$ cat src/rtl/matriz_loader.sv
// matriz_loader: assembles two packed row-major operand matrices (A, B) from a
// stream of signed elements and presents them to the matrix operator stage.
//
// Ports:
//   clk, rst_n         clock (rising edge), asynchronous active-low reset
//   start, sel         load request (IDLE only); sel 01=A, 10=B, 11=A then B
//   in_data, in_valid  element stream input
//   in_ready           element accepted this cycle when in_valid is high
//   matrizA, matrizB   operands; element i at [i*ELEM_W +: ELEM_W]
//   out_valid          operands complete and stable (DONE)
//   out_ready          consumer has taken the operands
//   busy               any state other than IDLE
//   count              index of the next element written in the active matrix
//   err                one-cycle pulse after a protocol error
module matriz_loader #(
  parameter int unsigned ELEM_W = 8,
  parameter int unsigned N_ELEM = 25,
  localparam int unsigned MAT_W = ELEM_W * N_ELEM,
  localparam int unsigned CNT_W = $clog2(N_ELEM)
) (
  input  logic              clk,
  input  logic              rst_n,
  input  logic              start,
  input  logic [1:0]        sel,
  input  logic [ELEM_W-1:0] in_data,
  input  logic              in_valid,
  output logic              in_ready,
  output logic [MAT_W-1:0]  matrizA,
  output logic [MAT_W-1:0]  matrizB,
  output logic              out_valid,
  input  logic              out_ready,
  output logic              busy,
  output logic [CNT_W-1:0]  count,
  output logic              err
);

  typedef enum logic [1:0] {StIdle, StLoadA, StLoadB, StDone} state_e;

  localparam logic [CNT_W-1:0] LastIdx = CNT_W'(N_ELEM - 1);

  state_e             state_q, state_d;
  logic [CNT_W-1:0]   count_q, count_d;
  logic [1:0]         sel_q, sel_d;
  logic [MAT_W-1:0]   mat_a_q, mat_a_d;
  logic [MAT_W-1:0]   mat_b_q, mat_b_d;
  logic               err_q, err_d;

  always_ff @(posedge clk or negedge rst_n) begin
    if (!rst_n) begin
      state_q <= StIdle;
      count_q <= '0;
      sel_q   <= '0;
      mat_a_q <= '0;
      mat_b_q <= '0;
      err_q   <= 1'b0;
    end else begin
      state_q <= state_d;
      count_q <= count_d;
      sel_q   <= sel_d;
      mat_a_q <= mat_a_d;
      mat_b_q <= mat_b_d;
      err_q   <= err_d;
    end
  end

  always_comb begin
    state_d   = state_q;
    count_d   = count_q;
    sel_d     = sel_q;
    mat_a_d   = mat_a_q;
    mat_b_d   = mat_b_q;
    err_d     = 1'b0;
    in_ready  = 1'b0;
    out_valid = 1'b0;

    case (state_q)
      StIdle: begin
        if (start) begin
          if (sel != 2'b00) begin
            sel_d   = sel;
            count_d = '0;
            state_d = sel[0] ? StLoadA : StLoadB;
          end else begin
            err_d = 1'b1;
          end
        end
      end

      StLoadA, StLoadB: begin
        in_ready = 1'b1;
        err_d    = start;
        // in_ready is unconditionally high here, so in_valid alone marks a beat.
        if (in_valid) begin
          if (state_q == StLoadA) begin
            mat_a_d[count_q*ELEM_W +: ELEM_W] = in_data;
          end else begin
            mat_b_d[count_q*ELEM_W +: ELEM_W] = in_data;
          end
          if (count_q == LastIdx) begin
            count_d = '0;
            state_d = (state_q == StLoadA && sel_q == 2'b11) ? StLoadB : StDone;
          end else begin
            count_d = count_q + CNT_W'(1);
          end
        end
      end

      StDone: begin
        out_valid = 1'b1;
        err_d     = start;
        if (out_ready) begin
          state_d = StIdle;
        end
      end

      default: state_d = StIdle;
    endcase
  end

  assign matrizA = mat_a_q;
  assign matrizB = mat_b_q;
  assign busy    = (state_q != StIdle);
  assign count   = count_q;
  assign err     = err_q;

endmodule

$ cat config.mk
export PLATFORM = sky130hd
export DESIGN_NAME = matriz_loader
export DESIGN_NICKNAME = d
export VERILOG_FILES = /design/src/rtl/matriz_loader.sv
export SDC_FILE = /design/constraint.sdc
export NUM_CORES = 1
export LEC_CHECK = 0
export CELL_PAD_IN_SITES_DETAIL_PLACEMENT = 0
export CELL_PAD_IN_SITES_GLOBAL_PLACEMENT = 2
export CORE_MARGIN = 3
export CORE_UTILIZATION = 34
export CTS_CLUSTER_SIZE = 16
export DETAILED_ROUTE_END_ITERATION = 10
export PLACE_DENSITY_LB_ADDON = 0.1
export SYNTH_ARGS = -nofsm -noshare
export SYNTH_HDL_FRONTEND = slang
export SYNTH_SLANG_ARGS = --single-unit
$ cat constraint.sdc
create_clock -name clk -period 3.64 [get_ports clk]
set_clock_uncertainty 0.05 [all_clocks]
set_input_delay 1.092 -clock clk [delete_from_list [all_inputs] [get_ports clk]]
set_output_delay 1.092 -clock clk [all_outputs]
set_load 0.02 [all_outputs]
Word level (Yosys, flattened, before mapping)
Cells that the tools add are included.
Operators by class
  bitwise gates (word level): 1
  div/mod/pow operators: 0
  mux-type cells: 20
  reduce and logical (&&, ||, !) cells: 12
  eq/ne operators: 10
  multipliers: 0
  shift-type cells: 2
  order comparisons: 0
  $add $sub $neg: 2
Operator list (count)
  200-bit bitwise mux: 2
  8-bit by 34-bit variable shift with 200-bit output (first input constant): 1
  8-bit by 34-bit indexed part select with 200-bit output: 1
  8-bit negation with 34-bit output: 1
  5-bit two-way mux: 4
  2-bit two-way mux: 6
  2-bit inequality test (second input constant): 5
  5-bit case mux with 2 select lines: 1
  3-bit AND reduction: 3
  2-bit equality test (second input constant): 3
  2-bit case mux with 3 select lines: 1
  2-bit nonzero test: 3
  5-bit by 1-bit adder with 5-bit output (second input constant): 1
  5-bit equality test (second input constant): 1
  1-bit two-way mux: 5
  5-bit AND reduction: 1
  4-bit AND reduction: 1
  3-bit OR reduction: 1
  2-bit by 1-bit equality test with 1-bit output (second input constant): 1
  2-bit zero test: 1
  1-bit case mux with 2 select lines: 1
  2-bit OR reduction: 1
  1-bit logical AND: 1
  1-bit inverter: 1
Word-level totals
  RAM bits: 0
  logic and storage cells: 53
  register bits: 410
  bits in read-only memories: 0
  memories kept: 0
  bits in latches: 0

Longest topological paths before layout
Gate-level depths: netlist of run 1.
  depth in word-level cells: 6
  depth in mapped cells: 13

Worst setup path after synthesis of run 1
Ideal clock, no wire load.
  path type: register -> register
  start point: register count_q[0] (netlist: count[0])
  end point: register mat_b_q[80] (netlist: matrizB[80])
  setup slack: 458 ps
  stages on the path, launching flop included: 13
  data required time: 3465 ps
  data arrival time: 3008 ps
  period minus slack after synthesis: 3182 ps
  cells stage by stage: dfrtp_1 > buf_6 > buf_2 > inv_1 > ha_1 > buf_2 > nor3b_1 > ha_1 > and4b_1 > clkbuf_1 > nand2_1 > nor3_4 > mux2_2
On the way
  cells in the longest elaborated chain, start to end: 3
  elaborated cells on any way between the ends: 4
RTL lines
  start: declaration: line 42  | logic [CNT_W-1:0] count_q, count_d;
  start signal: assignment: line 58  | count_q <= count_d;
  8-bit negation with 34-bit output (*): line 97  | mat_b_d[count_q*ELEM_W +: ELEM_W] = in_data;
  8-bit by 34-bit indexed part select with 200-bit output or 8-bit by 34-bit variable shift with 200-bit output (tied branches): line 97
  200-bit bitwise mux (*): line 97
  end signal: assignment: line 61  | mat_b_q <= mat_b_d;
  end: declaration: line 45  | logic [MAT_W-1:0] mat_b_q, mat_b_d;
Mark *: on every way between the ends. The rest lies on a longest branch, timed or not.
A chain may end at the register's enable or synchronous reset.

Worst setup path after layout of run 1
  start point: register state_q[0]
  end point: output port in_ready
On the way
  cells in the longest elaborated chain, start to end: 3
  elaborated cells on any way between the ends: 4
RTL lines
  start: declaration: line 41  | state_e state_q, state_d;
  start signal: assignment: line 50  | state_q <= StIdle;
  start signal: assignment: line 57  | state_q <= state_d;
  2-bit by 1-bit equality test with 1-bit output or 2-bit equality test (tied branches): line 76  | case (state_q)
  2-bit OR reduction (*): line 76
  1-bit two-way mux (*): line 76
  end: declaration: line 27  | output logic in_ready,
Marked as above.

==> flow_summary.ini, run 1 <==
[timing]
tns_ns = 0
fin_crit_sh_pct = 92.4
hold_ws_ns = 0.424
worstMarginPinSlew_ns = 1.08
setup-violations-final = 0
finalHoldViolCount = 0
max_freq_mhz = 297
layout_setup_ws_ns = 0.277
drv_slew = 0
slew_headroom_pct = 27.7
rsz0062_at_grt = false
fin_crit_ns = 3.36

[cts]
ctsHoldBuffers = 0
cts_made_buffers = 47
clk_path_buf_depth = 3
cts_resized = 0
post_cts_buffers = 0
cts_tree = done
insertion_delay_ns = 0.57
htreeDepth = 2
cts-root-buf = clkbuf_16
cts.sinks = 410
clk_pin_slew_ns = 0.06

[detailed_routing]
vias = 11200
wl_met1_mm = 23.2
dr.pass1.iters = 5
drt_iter0_drc = 476
vias_per_cell = 4.85
wirelength_mm = 54.0
highest_layer = met5
drc = 0
wl_met2_mm = 26.1
ant_nets = 0
wl_per_cell_um = 23.5
wl_met3_mm = 3.50

[grt]
grt_pass1_vias = 11900
grt_max_degree = 87
grt_pass1_wl_mm = 80.8
grt_antenna_before_repair = 4
grt_overflow = 0
grt_usage_pct = 20.4

[place]
finalWeightedCongestion = 0.759
placed_cells = 2214
pre_cts_slack_ns = 0.319
place_area_sq_um = 22100
port_buffers = 423
dp_hpwl_mm = 39.8

[synth]
seq_area_frac_synth_pct = 60.9
ys.flop_type = dfrtp_1
synth_cell_type_count = 57
async_reset_ff_share_pct = 100
synth-edff-count = 0
syn-num-nets = 1156
syn_area_sq_um = 16900
ys_warn_count = 0
syn-mean-instance-area_sq_um = 14.9
syn_inst = 1133
ys_ff_latch = 410

[critical_path]
start_kind = flip-flop
cp_slowest_stage_delay_ns = 0.71
setup.worst_path.class = reg2out
path_delay_family = buffers and inverters
worstPathArrival_ns = 2.22
required_ns = 2.50
cp_num_buf_inv = 2
critPathMaxFanout = 9
crit_chain = inv_1, ha_1, clkdlybuf4s50_1
cp-end-kind = output port
cpMaxStageDelayCell = clkdlybuf4s50_1

[layout]
syn2layout_area_growth_pct = 40.3
nets = 1630
design_area_sq_um = 23700
drive_gt1_share_pct = 35.0
nFillCells = 4333
seqCellArea_sq_um = 10300
multi_input_area_sq_um = 6380
fin_util_pct = 48.9
final_cells = 2300

[power_and_ir_drop]
ir_drop_mv = 0.381
cellLeakagePower_nw = 11.0
p_per_area_nw_per_um2 = 710
p_total_mw = 16.8

[floorplan]
start_util_pct = 34.9
core_sq_um = 48300
boundaryPins = 424
rows = 80
fp.dieH_um = 229
die_x_um = 229
die_area_sq_um = 52300

[flow_run]
drv_cap = 0

[min_path]
hp-class = in2async

[outcome]
status = completed
metal layers:
metal,vias to the layer above,GRT usage (%)
li1,5029,-
met1,5765,26.8
met2,292,33.6
met3,69,5.50
met4,2,5.43
met5,-,0
Yosys cell counts (4+ instances only):
master      n  area share [%]
dfrtp_1   410              61
mux2_2    400              27
nor2_1     36            0.80
a21oi_1    35             1.0
nand2_1    31            0.69
nand3_1    26            0.77
buf_2      20            0.59
nand3_2    19             1.1
clkbuf_1   15            0.33
and2_1     14            0.52
nand2_2    12            0.45
o21ai_0     9            0.27
ha_1        8            0.59
inv_1       8            0.18
nor3_2      8            0.48
nor2b_1     7            0.26
and2_0      6            0.22
nor4_4      6            0.76
or3_1       5            0.19
and3_1      4            0.15
nor3b_1     4            0.18
sequential cells by signal, indices dropped and copies added (netlist names):
signal   count
matrizA    200
matrizB    200
count        5
sel_q        2
state_q      2
err          1
final timing paths:
check / start / endpoint / slack, ns / depth (start not counted)
setup reg to reg: count[1]$_DFFE_PN0P_ / matrizA[2]$_DFFE_PN0P_ / 0.58 / 8
setup / recovery: state_q[0]$_DFFE_PN0P_ / in_ready / 0.28 / 3
hold reg to reg: sel_q[0]$_DFFE_PN0P_ / sel_q[0]$_DFFE_PN0P_ / 0.43 / 2
max in group asynchronous: rst_n / matrizB[117]$_DFFE_PN0P_ / 2.19 / 2
hold / removal: rst_n / matrizA[43]$_DFFE_PN0P_ / 0.42 / 1
min in group clk: sel_q[0]$_DFFE_PN0P_ / sel_q[0]$_DFFE_PN0P_ / 0.43 / 2
cells by family after synthesis:
kind of cell	share of synthesized area [%]
multiplexers	27.1
AO/OA/AOI/OAI	1.94
flip-flops	60.9
adder cells (fa/ha/maj)	0.594
AND/OR/NAND/NOR	8.06
XOR/XNOR	0.149
buffers and inverters	1.33
cell usage in the layout, fill, tap and decap left out, types with 8 or more instances in the layout:
| master | synthesis | final |
|---|---|---|
| clkdlybuf4s50_1 | 0 | 422 |
| dfrtp_1 | 410 | 410 |
| mux2_2 | 400 | 400 |
| clkbuf_16 | 0 | 47 |
| buf_4 | 1 | 36 |
| nor2_1 | 36 | 35 |
| a21oi_1 | 35 | 35 |
| nand2_1 | 31 | 31 |
| nand3_1 | 26 | 26 |
| nand3_2 | 19 | 19 |
| and2_1 | 14 | 14 |
| clkbuf_1 | 15 | 13 |
| nand2_2 | 12 | 12 |
| clkbuf_8 | 0 | 11 |
| o21ai_0 | 9 | 9 |
| inv_1 | 8 | 8 |
| nor3_2 | 8 | 8 |
| ha_1 | 8 | 8 |
where the power goes:
| part | total (mW) | internal [mW] | switching (mW) |
|---|---|---|---|
| clock | 4.69 | 2.82 | 1.88 |
| combinational | 6.27 | 2.59 | 3.67 |
| sequential | 5.83 | 5.34 | 0.495 |
| total | 16.8 | 10.7 | 6.04 |
layout make-up:
cell class | count | area share [%]
clock inverter | 13 | 0.656
antenna | 2 | 0.0212
inverter | 8 | 0.127
timing repair buffer | 465 | 19.6
tap | 656 | 3.47
multi-input combinational | 675 | 27.0
sequential | 410 | 43.4
clock buffer | 71 | 5.82
Note: power is estimated with default switching activity, not from simulation.
==> run 2: changes to the inputs <==
--- a/config.mk
+++ b/config.mk
@@ -5,10 +5,11 @@
 export SDC_FILE = /design/constraint.sdc
 export NUM_CORES = 1
 export LEC_CHECK = 0
+export ABC_AREA = 1
 export CELL_PAD_IN_SITES_DETAIL_PLACEMENT = 0
 export CELL_PAD_IN_SITES_GLOBAL_PLACEMENT = 2
 export CORE_MARGIN = 3
-export CORE_UTILIZATION = 34
+export CORE_UTILIZATION = 27
 export CTS_CLUSTER_SIZE = 16
 export DETAILED_ROUTE_END_ITERATION = 10
 export PLACE_DENSITY_LB_ADDON = 0.1
==> constraint.sdc (replaced) <==
create_clock -name clk -period 2.9 [get_ports clk]
set_clock_uncertainty 0.05 [all_clocks]
set_input_delay 0.87 -clock clk [delete_from_list [all_inputs] [get_ports clk]]
set_output_delay 0.87 -clock clk [all_outputs]
set_load 0.02 [all_outputs]
==> run 2 against run 1 <==
Compared with the run above:
- sequential power up 8.9%
- clock power is 38% higher
- power grew 18%
- register-to-register slack got worse by 0.34 ns
- critical path depth unchanged
- worst hold slack worse by 0.25 ns
- final area grew 3.4%
- via count up 32%
- core utilization decreased by 9.7 points
- sequential cell count stayed put
- sequential share of layout area decreased by 1.4 points
==> flow_summary.ini, run 2 <==
[outcome]
status = completed

[floorplan]
die_x_um = 258
fp.dieH_um = 258
die_area_sq_um = 66600
start_util_pct = 27.5
rows = 91
core_sq_um = 62300
boundaryPins = 424

[detailed_routing]
wl_met3_mm = 4.08
wl_per_cell_um = 21.3
drc = 0
highest_layer = met4
wl_met1_mm = 30.0
dr.pass1.iters = 5
ant_nets = 0
wirelength_mm = 67.4
vias_per_cell = 4.63
wl_met2_mm = 31.7
drt_iter0_drc = 914
vias = 14700

[cts]
insertion_delay_ns = 0.57
cts_resized = 5
clk_pin_slew_ns = 0.06
cts_made_buffers = 49
post_cts_buffers = 0
clk_path_buf_depth = 3
cts_tree = done
htreeDepth = 2
ctsHoldBuffers = 0
cts-root-buf = clkbuf_16
cts.sinks = 410

[layout]
multi_input_area_sq_um = 6070
syn2layout_area_growth_pct = 42.5
diodes = 0
nFillCells = 6276
seqCellArea_sq_um = 10300
final_cell_mix = nand2_1, clkdlybuf4s50_1, dfrtp_1, nand4_1, o21ai_0
drive_gt1_share_pct = 11.3
mostFrequentLayoutCell = nand2_1
fin_util_pct = 39.3
design_area_sq_um = 24500
nets = 2317

[power_and_ir_drop]
p_per_area_nw_per_um2 = 807
ir_drop_mv = 0.601
cellLeakagePower_nw = 10.7

[synth]
ys.flop_type = dfrtp_1
syn-num-nets = 1849
syn-mean-instance-area_sq_um = 9.39
ys_ff_latch = 410
synth_cell_type_count = 37
seq_area_frac_synth_pct = 59.8
synth_commonest_cells = nand2_1, dfrtp_1, nand4_1
synth_top_area_share_pct = 59.8
synth.area.top_cells = dfrtp_1, nand2_1, nand4_1
async_reset_ff_share_pct = 100
syn_inst = 1826
synth-edff-count = 0
yosysMostFrequentCell = nand2_1
ys_warn_count = 0
syn_area_sq_um = 17200
synth_top_cell_by_area = dfrtp_1

[critical_path]
worst-r2r-setup-slack_ns = 0.24
r2r_start = count[0]$_DFFE_PN0P_
critPathCapture = in_ready
setup.worst_path.class = reg2out
start_kind = flip-flop
required_ns = 1.98
r2r_end = matrizB[186]$_DFFE_PN0P_
worstPathArrival_ns = 1.83
critPathMaxFanout = 6
critPathLaunch = state_q[0]$_DFFE_PN0P_
cp-end-kind = output port
rr_worst_depth = 12

[place]
dp_hpwl_mm = 50.1
finalWeightedCongestion = 0.804
place_area_sq_um = 22700
port_buffers = 423

[timing]
slew_headroom_pct = 48.8
setup-violations-final = 0
max_freq_mhz = 363
fin_crit_sh_pct = 94.9
fin_crit_ns = 2.75
drv_slew = 0
rsz0062_at_grt = false
worstMarginPinSlew_ns = 0.767
finalHoldViolCount = 0

[grt]
grt_antenna_before_repair = 0
grt_pass1_wl_mm = 102
grt_usage_pct = 20.0
grt_max_degree = 68
grt_pass1_vias = 15100
grt_overflow = 0

[min_path]
hp-class = in2async

[flow_run]
drv_cap = 0
==> run 2: layout make-up <==
class                   instances  share of cell area [%]
well taps                     837                    4.28
clock buffers                  74                    6.06
repair buffers                521                    20.8
inverters                      73                    1.15
multi-input cells            1239                    24.8
clock inverters                16                   0.911
flip-flops and latches        410                    42.0
==> run 2: cells by family (layout without fill, tap and decap cells) <==
| family | after synthesis | in the layout | share of synthesized area [%] |
|---|---|---|---|
| AOI/OAI and AO/OA | 288 | 288 | 8.83 |
| adders and majority gates | 8 | 8 | 0.583 |
| buffers and inverters | 177 | 684 | 5.01 |
| DFF | 410 | 410 | 59.8 |
| and+or+nand+nor | 943 | 943 | 25.8 |
==> run 2: stage by stage <==
stage / TNS, ns / setup WS (ns) / power [mW] / hold WS, ns / std cells
CTS: 0 / 0.0564 / 20.0 / 0.155 / 3170
detailed placement: -3.40 / -0.141 / 13.4 / 0.409 / 3080
floorplan: 0 / 0.151 / 10.3 / 0.451 / 1826
global route: 0 / 0.00584 / 20.8 / 0.170 / 3170
finish: 0 / 0.148 / 19.7 / 0.169 / 3170
global placement: -1.59 / -0.0876 / 13.4 / 0.408 / 3080
==> run 2: power by group <==
part / switching, mW / total, mW / internal, mW
clock network: 2.49 / 6.46 / 3.97
logic: 5.02 / 6.93 / 1.91
registers: 0.250 / 6.35 / 6.10
==> run 2: how the worst min path moves through the flow <==
stage,from,endpoint,depth (start not counted)
detailed placement,matrizA[56]$_DFFE_PN0P_,matrizA[56]$_DFFE_PN0P_,2
finish,rst_n,matrizA[163]$_DFFE_PN0P_,1
CTS,rst_n,matrizA[163]$_DFFE_PN0P_,1
global route,rst_n,matrizA[163]$_DFFE_PN0P_,1
global placement,matrizA[170]$_DFFE_PN0P_,matrizA[170]$_DFFE_PN0P_,2
floorplan,sel_q[0]$_DFFE_PN0P_,sel_q[0]$_DFFE_PN0P_,2
==> run 2: layer usage <==
layer / GRT usage, % / up-vias
li1: - / 7059
met1: 26.7 / 7148
met2: 32.6 / 393
met3: 4.76 / 83
met4: 5.50 / 0
met5: 0 / -
==> run 2: critical path: stages (launching register included) <==
cell and delay (ns):
dfrtp_1 0.39, inv_1 0.09, ha_1 0.42, clkdlybuf4s15_1 0.36
==> run 3: changes to the inputs <==
--- a/config.mk
+++ b/config.mk
@@ -8,7 +8,7 @@
 export ABC_AREA = 1
 export CELL_PAD_IN_SITES_DETAIL_PLACEMENT = 0
 export CELL_PAD_IN_SITES_GLOBAL_PLACEMENT = 2
-export CORE_MARGIN = 3
+export CORE_MARGIN = 2
 export CORE_UTILIZATION = 27
 export CTS_CLUSTER_SIZE = 16
 export DETAILED_ROUTE_END_ITERATION = 10
==> constraint.sdc (replaced) <==
create_clock -name clk -period 2.9 [get_ports clk]
set_clock_uncertainty 0.05 [all_clocks]
set_input_delay 0.725 -clock clk [delete_from_list [all_inputs] [get_ports clk]]
set_output_delay 0.725 -clock clk [all_outputs]
set_load 0.02 [all_outputs]
==> run 3 against run 2 <==
Compared with the run above:
- clock power down 3.6%
- sequential share of layout area up 0.38 points
- combinational power down 3.2%
- largest cell class unchanged
==> flow_summary.ini, run 3 (synthesis results as in run 2) <==
[detailed_routing]
wl_per_cell_um = 21.7
vias = 14700
drt_iter0_drc = 989
drc = 0
ant_nets = 0
vias_per_cell = 4.67
dr.pass1.iters = 5
wirelength_mm = 68.2

[grt]
grt_overflow = 0
grt_antenna_before_repair = 0
grt_usage_pct = 20.7
grt_pass1_vias = 14900
grt_max_degree = 63
grt_pass1_wl_mm = 103

[critical_path]
setup.worst_path.class = reg2reg
critPathLaunch = count[1]$_DFFE_PN0P_
r2r_end = matrizA[31]$_DFFE_PN0P_
cp-end-kind = flip-flop
worst-r2r-setup-slack_ns = 0.23
critPathCapture = matrizA[31]$_DFFE_PN0P_
critPathMaxFanout = 44
worstPathArrival_ns = 3.09
rr_worst_depth = 9
r2r_start = count[1]$_DFFE_PN0P_
start_kind = flip-flop
required_ns = 3.32

[place]
dp_hpwl_mm = 50.1
port_buffers = 423
finalWeightedCongestion = 0.794

[flow_run]
drv_cap = 0

[min_path]
hp-class = in2async

[layout]
mostFrequentLayoutCell = nand2_1
fin_util_pct = 38.5
nets = 2299
drive_gt1_share_pct = 10.4
seqCellArea_sq_um = 10300
final_cell_mix = nand2_1, clkdlybuf4s50_1, dfrtp_1, nand4_1, o21ai_0
nFillCells = 6425
syn2layout_area_growth_pct = 41.2
diodes = 0
multi_input_area_sq_um = 6060

[floorplan]
die_x_um = 256
fp.dieH_um = 256
rows = 92
boundaryPins = 424
die_area_sq_um = 65600
start_util_pct = 27.2
core_sq_um = 63000

[cts]
insertion_delay_ns = 0.57
cts_made_buffers = 50
cts_tree = done
cts.sinks = 410
htreeDepth = 2
cts-root-buf = clkbuf_16
clk_path_buf_depth = 3
clk_pin_slew_ns = 0.06

[timing]
rsz0062_at_grt = false
fin_crit_ns = 2.67
setup-violations-final = 0
drv_slew = 0
tns_ns = 0
worstMarginPinSlew_ns = 0.623
finalHoldViolCount = 0
fin_crit_sh_pct = 92.2
slew_headroom_pct = 58.4
max_freq_mhz = 374
hold_ws_ns = 0.0606

[outcome]
status = completed

[power_and_ir_drop]
ir_drop_mv = 0.717
p_per_area_nw_per_um2 = 797
cellLeakagePower_nw = 10.6
run 3: changes by cell type in the layout (fill, tap and decap cells not counted), sizes merged:
cell and change:
clkbuf -2, buf -19, clkinv +2, dlygate4sd2 +1, clkinvlp -4, bufinv -3
clkdlybuf4s15 -1, inv -1
run 3: power by group:
part | switching (mW) | internal, mW | total (mW)
registers | 0.279 | 6.10 | 6.37
clock network | 2.47 | 3.76 | 6.23
logic | 4.92 | 1.79 | 6.71
total | 7.66 | 11.6 | 19.3
run 3: worst max-delay path: stages (launching register included):
cell and delay, ns:
dfrtp_1 0.41, inv_1 0.08, ha_1 0.21, nand2_2 0.12, nor2_1 0.08, ha_4 0.33, buf_4 0.48, nand4_1 0.51
nand2_1 0.18, nand2_1 0.06
run 3: per-stage QoR:
step | total power [mW] | setup slack [ns] | cells | area, sq um
after floorplan | 10.3 | 0.151 | 1826 | 17200
after global placement | 13.3 | 0.118 | 3069 | 22600
after detailed placement | 13.3 | 0.0838 | 3069 | 22600
after CTS | 19.6 | 0.104 | 3151 | 24200
after global routing | 20.3 | 0.0162 | 3152 | 24200
final | 19.3 | 0.227 | 3152 | 24200
run 3: layout make-up:
class	instances	area share [%]
Clock buffer	72	6.26
Clock inverter	10	0.413
Inverter	73	1.16
Multi-Input combinational cell	1239	25.0
Sequential cell	410	42.3
Tap cell	846	4.37
Timing Repair Buffer	502	20.4
run 3: worst min-delay path by stage:
stage,startpoint,end,slack (ns),cells past startpoint
after detailed placement,matrizA[186]$_DFFE_PN0P_,matrizA[186]$_DFFE_PN0P_,0.41,2
after global placement,matrizA[63]$_DFFE_PN0P_,matrizA[63]$_DFFE_PN0P_,0.40,2
after floorplan,rst_n,count[0]$_DFFE_PN0P_,0.38,0
final,rst_n,matrizA[39]$_DFFE_PN0P_,0.06,1
after CTS,rst_n,matrizA[39]$_DFFE_PN0P_,0.07,1
after global routing,rst_n,matrizA[39]$_DFFE_PN0P_,0.09,1
run 3: per-layer routing:
layer	track usage, %	vias up	part of all wire (%)
li1	-	7029	-
met1	29.0	7211	46
met2	33.1	416	47
met3	3.54	79	4.9
met4	5.26	0	2.1
met5	0	-	0
run 3: timing repair:
item,in CTS,in global routing
hold buffers,0,0
resized for setup,3,1
pin swaps,0,2
setup buffers,0,1
endpoints found under the setup margin,3,7
